File: src/rtl/jt49_dcblock.sv
// DC-blocking output stage for the PSG: leaky-integrator DC removal, master gain,
// and saturation to signed 16-bit PCM, with a per-sample clip flag.
module jt49_dcblock #(
    parameter int DC_SHIFT = 8
) (
    input  logic               clk,
    input  logic               rst,
    input  logic               cen,
    input  logic               sample,
    input  logic [9:0]         din,
    input  logic [7:0]         gain,
    input  logic               mute,
    output logic signed [15:0] dout,
    output logic               dout_valid,
    output logic               clip
);

    localparam int DW = 10 + DC_SHIFT;

    logic [DW-1:0]      dc;
    logic               primed;
    logic [9:0]         dc_int;
    logic               accept;
    logic signed [DW:0] delta;
    logic [DW-1:0]      dc_step;
    logic [DW-1:0]      dc_next;
    logic signed [10:0] diff_c;
    logic signed [10:0] diff_q;
    logic signed [19:0] prod_c;
    logic signed [19:0] prod_q;
    logic signed [17:0] s_c;
    logic               v1;
    logic               v2;

    assign accept  = cen & sample;
    assign dc_int  = dc[DW-1:DC_SHIFT];
    assign diff_c  = $signed({1'b0, din}) - $signed({1'b0, dc_int});
    assign delta   = $signed({1'b0, din, {DC_SHIFT{1'b0}}}) - $signed({1'b0, dc});
    // The DC estimate stays in [0, 1023<<DC_SHIFT], so a wrap-around add of the
    // truncated two's-complement step yields the exact new estimate.
    assign dc_step = DW'(delta >>> DC_SHIFT);
    assign dc_next = dc + dc_step;
    assign prod_c  = $signed({{9{diff_q[10]}}, diff_q}) * $signed({12'b0, gain});
    assign s_c     = 18'(prod_q >>> 2);

    // NOTE: all state here uses non-blocking assignments so every stage reads
    // the previous clock's values, which is what makes the pipeline a pipeline.
    always_ff @(posedge clk) begin
        if (rst) begin
            dc         <= '0;
            primed     <= 1'b0;
            diff_q     <= '0;
            prod_q     <= '0;
            v1         <= 1'b0;
            v2         <= 1'b0;
            dout       <= '0;
            dout_valid <= 1'b0;
            clip       <= 1'b0;
        end else begin
            v1         <= accept;
            v2         <= v1;
            dout_valid <= v2;

            if (accept) begin
                if (!primed) begin
                    // Warm start avoids a thump from a large initial offset.
                    dc     <= {din, {DC_SHIFT{1'b0}}};
                    primed <= 1'b1;
                    diff_q <= '0;
                end else begin
                    dc     <= dc_next;
                    diff_q <= diff_c;
                end
            end

            if (v1) prod_q <= prod_c;

            if (v2) begin
                if (mute) begin
                    dout <= '0;
                    clip <= 1'b0;
                end else if (s_c > 18'sd32767) begin
                    dout <= 16'sh7fff;
                    clip <= 1'b1;
                end else if (s_c < -18'sd32768) begin
                    dout <= -16'sh8000;
                    clip <= 1'b1;
                end else begin
                    dout <= s_c[15:0];
                    clip <= 1'b0;
                end
            end
        end
    end

endmodule

File: config.mk
export PLATFORM = sky130hd
export DESIGN_NAME = jt49_dcblock
export DESIGN_NICKNAME = d
export VERILOG_FILES = /design/src/rtl/jt49_dcblock.sv
export SDC_FILE = /design/constraint.sdc
export NUM_CORES = 1
export LEC_CHECK = 0
export BUFFER_PORTS_ARGS = -buffer_cell sky130_fd_sc_hd__buf_4
export CORE_UTILIZATION = 40
export DETAILED_ROUTE_END_ITERATION = 8
export GPL_TIMING_DRIVEN = 0
export PLACE_DENSITY = 0.55
export SYNTH_ARGS = -nofsm -noshare
export SYNTH_HDL_FRONTEND = slang
export SYNTH_SLANG_ARGS = --single-unit
File: constraint.sdc
create_clock -name clk -period 11.7 [get_ports clk]
set_clock_uncertainty 0.15 [all_clocks]
set_input_delay 0.585 -clock clk [delete_from_list [all_inputs] [get_ports clk]]
set_output_delay 0.585 -clock clk [all_outputs]
set_load 0.01 [all_outputs]
==> metrics <==
Crit Path Category=input port to register; Crit Path Max Fanout=10; Synthesis Warnings=0; Setup crit end kind=register; RR Startpoint=diff_q[5]; row count=between 40 and 50; RSZ-0062 raised after global routing=no; DP Wirelength=around 15,000 um; first-pass GRT wire length=around 30,000 um; Chip Width=137 um; CP max stage delay=approximately 0.56 ns; Die ar.=approximately 19,000 um^2; CP Buf/Inv Count=5; Cell Chain, Critical Path=buf_4 -> clkbuf_1 -> nand2_1 -> fa_1 -> inv_1 -> fa_1 -> inv_1 -> fa_1 -> fa_1 -> inv_1 -> ha_1 -> o21a_1 -> o31a_1 -> nor3_1 -> o21ai_1 -> a31oi_1 -> nor2b_1 -> or4b_1 -> o211ai_1; synthesized area=around 7300 um^2; register bit count reported by yosys=68; Remaining DRCs=0; status=finished clean; Post-synth EDFFs=0; total number of vias=~6,000; most frequent cell after synthesis=inv_1; register cell area after layout=between 1000 and 1500 um^2; Die Span Y=between 100 and 150 um; Pre-antenna DRT Iters=6; worst slew pin tran=0.784 ns; drt initial violations=just over 200; hold crit path type=register to register; max_slew headroom=0.476; Final nets=approximately 1,100; antenna cells=0; Final Cycle Share=0.468; Mean Syn Cell Area=slightly above 8 um^2; Clock Pin Slew Worst Setup and Hold Paths=~0.06 ns; vias in the first global route=between 6,000 and 7,000; gr ovfl total=0; routed wire length=between 15,000 and 20,000 um; area delta synth->final=12.4%; Commonest cells post-synth=141 x inv_1, 81 x nand2_1, 74 x fa_1; WL per Instance=between 15 and 20 um; FFs w/ async S/R, synth=0; CTS resizes=0; CP max-delay cell=fa_1; R2R depth=18; Finish-stage setup viols=0; Top FF cell, synth=dfxtp_1; Synth Net Count=roughly 1,100; clk_lat worst skew=between 0.3 and 0.4 ns; Initial Utilization=0.408; Peak VDD IR=approximately 78 uV; Worst Hold Path Cells=2; Port Buffers=38; Clock Tree Buf Depth=2; Synth area leaders=fa_1 20%, dfxtp_1 19%, ha_1 11%; CTS Root Cell=clkbuf_16; count of antenna-violating nets left after detailed routing=0; WP data required=about 12 ns; sequential share of the synthesized area=0.186; DR vias/cell=5.15; Multi-input gate area=5260 um^2; share of cells above drive strength 1=0.0658; clock sink count=68; CTS tree=yes; H-tree depth=3; Netlist cell types=62; fmax=~0.18 GHz; Fillers=about 1,800; crit path time final=about 5.5 ns; largest net degree at the start of global routing=14; LEAKAGE=around 3.8 nW; max-slew violations=0; Finished Core Util=0.458; Post-CTS Setup Repair Bufs=0; area share of the largest cell type after synthesis=0.203; GRT Overall Usage=0.205; cell mode on critical path=fa_1; hold_buf cts=0; flop-to-flop setup slack=about 6.3 ns; final hold vios=0; I/O Pins=just over 40; Gate Count Post-Synth=slightly below 900; CTS Buf Count=9; min-delay src=dout[6]; initial antenna violation count=0; CP arrival=between 5 and 6 ns; setup TNS=0 ns; crit start category=input port; pwr dens=roughly 91 nW/um^2; Worst path top cell family by delay=adder cells; gp weighted congestion=0.848; core area=between 15,000 and 20,000 um^2; Worst Hold End=dout[6]; leading area contributor after synthesis=fa_1; max_cap viols=0; worst reg2reg endpoint=prod_q[18]
## registers in the layout, summed over array words and instances, names as in the netlist
signal / count
diff_q: 11
v1: 1
v2: 1
dout_valid: 1
primed: 1
dout: 16
clip: 1
dc: 18
prod_q: 18
## layout make-up
class / instances / area share
buffer: 39 / 0.0178
clock buffer: 10 / 0.0291
clock inverter: 6 / 0.0116
inverter: 142 / 0.0649
multi-input combinational: 639 / 0.641
sequential: 68 / 0.166
tap: 229 / 0.0349
timing repair buffer: 38 / 0.0348
## kinds of logic after synthesis
group	count (synthesis)	share of synthesized area
and+or+nand+nor	250	0.169
AOI/OAI and AO/OA	189	0.160
buffers and inverters	181	0.0931
adders and majority gates	141	0.318
DFF	68	0.186
xor gates and xnor gates	43	0.0516
muxes	16	0.0219
## cell usage in the layout (no fill, tap or decap), drive strengths merged, types with 13 or more instances in the layout
cell	n
o21ai	46
a21oi	66
a21o	16
xor2	13
dfxtp	68
inv	142
clkbuf	46
nand2	81
fa	74
ha	67
buf	41
nor2	64
xnor2	30
and2	48
mux2i	16
## how the worst max path moves through the flow
stage | end | from | depth (start not counted) | slack, ns
2_1_floorplan | prod_q[19] | gain[0] | 18 | 6.44
3_3_place_gp | prod_q[18] | gain[2] | 19 | 5.91
3_5_place_dp | prod_q[18] | gain[2] | 19 | 5.89
4_1_cts | prod_q[18] | gain[2] | 19 | 6.23
5_1_grt | prod_q[18] | gain[2] | 19 | 5.90
6_report | prod_q[18] | gain[2] | 19 | 6.22
## where the power goes
group / total [mW] / internal, mW / switching (mW)
registers: 0.243 / 0.238 / 0.00557
clock network: 0.303 / 0.194 / 0.108
logic: 0.199 / 0.0796 / 0.120
## routing by layer
metal / global-route usage / up-vias / wire [um]
met5: 0 / - / 0
met4: 0.0427 / 0 / 229
met3: 0.0267 / 18 / 364
met2: 0.374 / 74 / 8990
met1: 0.255 / 2932 / 8240
li1: - / 3007 / -
## worst register-to-register path, delay by kind of cell (launching register included)
family	cells	cell delay (ns)
compound gates	5	0.85
fa+ha+maj	5	2.41
simple gates	4	1.10
buf+inv	4	0.54
flops	1	0.30
## stage by stage
| stage | cell area [um^2] | worst slack, ns | std cells | hold WS, ns | power (mW) |
|---|---|---|---|---|---|
| after floorplan | 7300 | 6.44 | 888 | 0.293 | 0.396 |
| after global placement | 7870 | 5.91 | 1155 | 0.302 | 0.447 |
| after detailed placement | 7870 | 5.89 | 1155 | 0.303 | 0.448 |
| after CTS | 8210 | 6.23 | 1171 | 0.312 | 0.752 |
| after global routing | 8210 | 5.90 | 1171 | 0.327 | 0.785 |
| final | 8210 | 6.22 | 1171 | 0.309 | 0.745 |
Note: power is estimated with default switching activity, not from simulation.
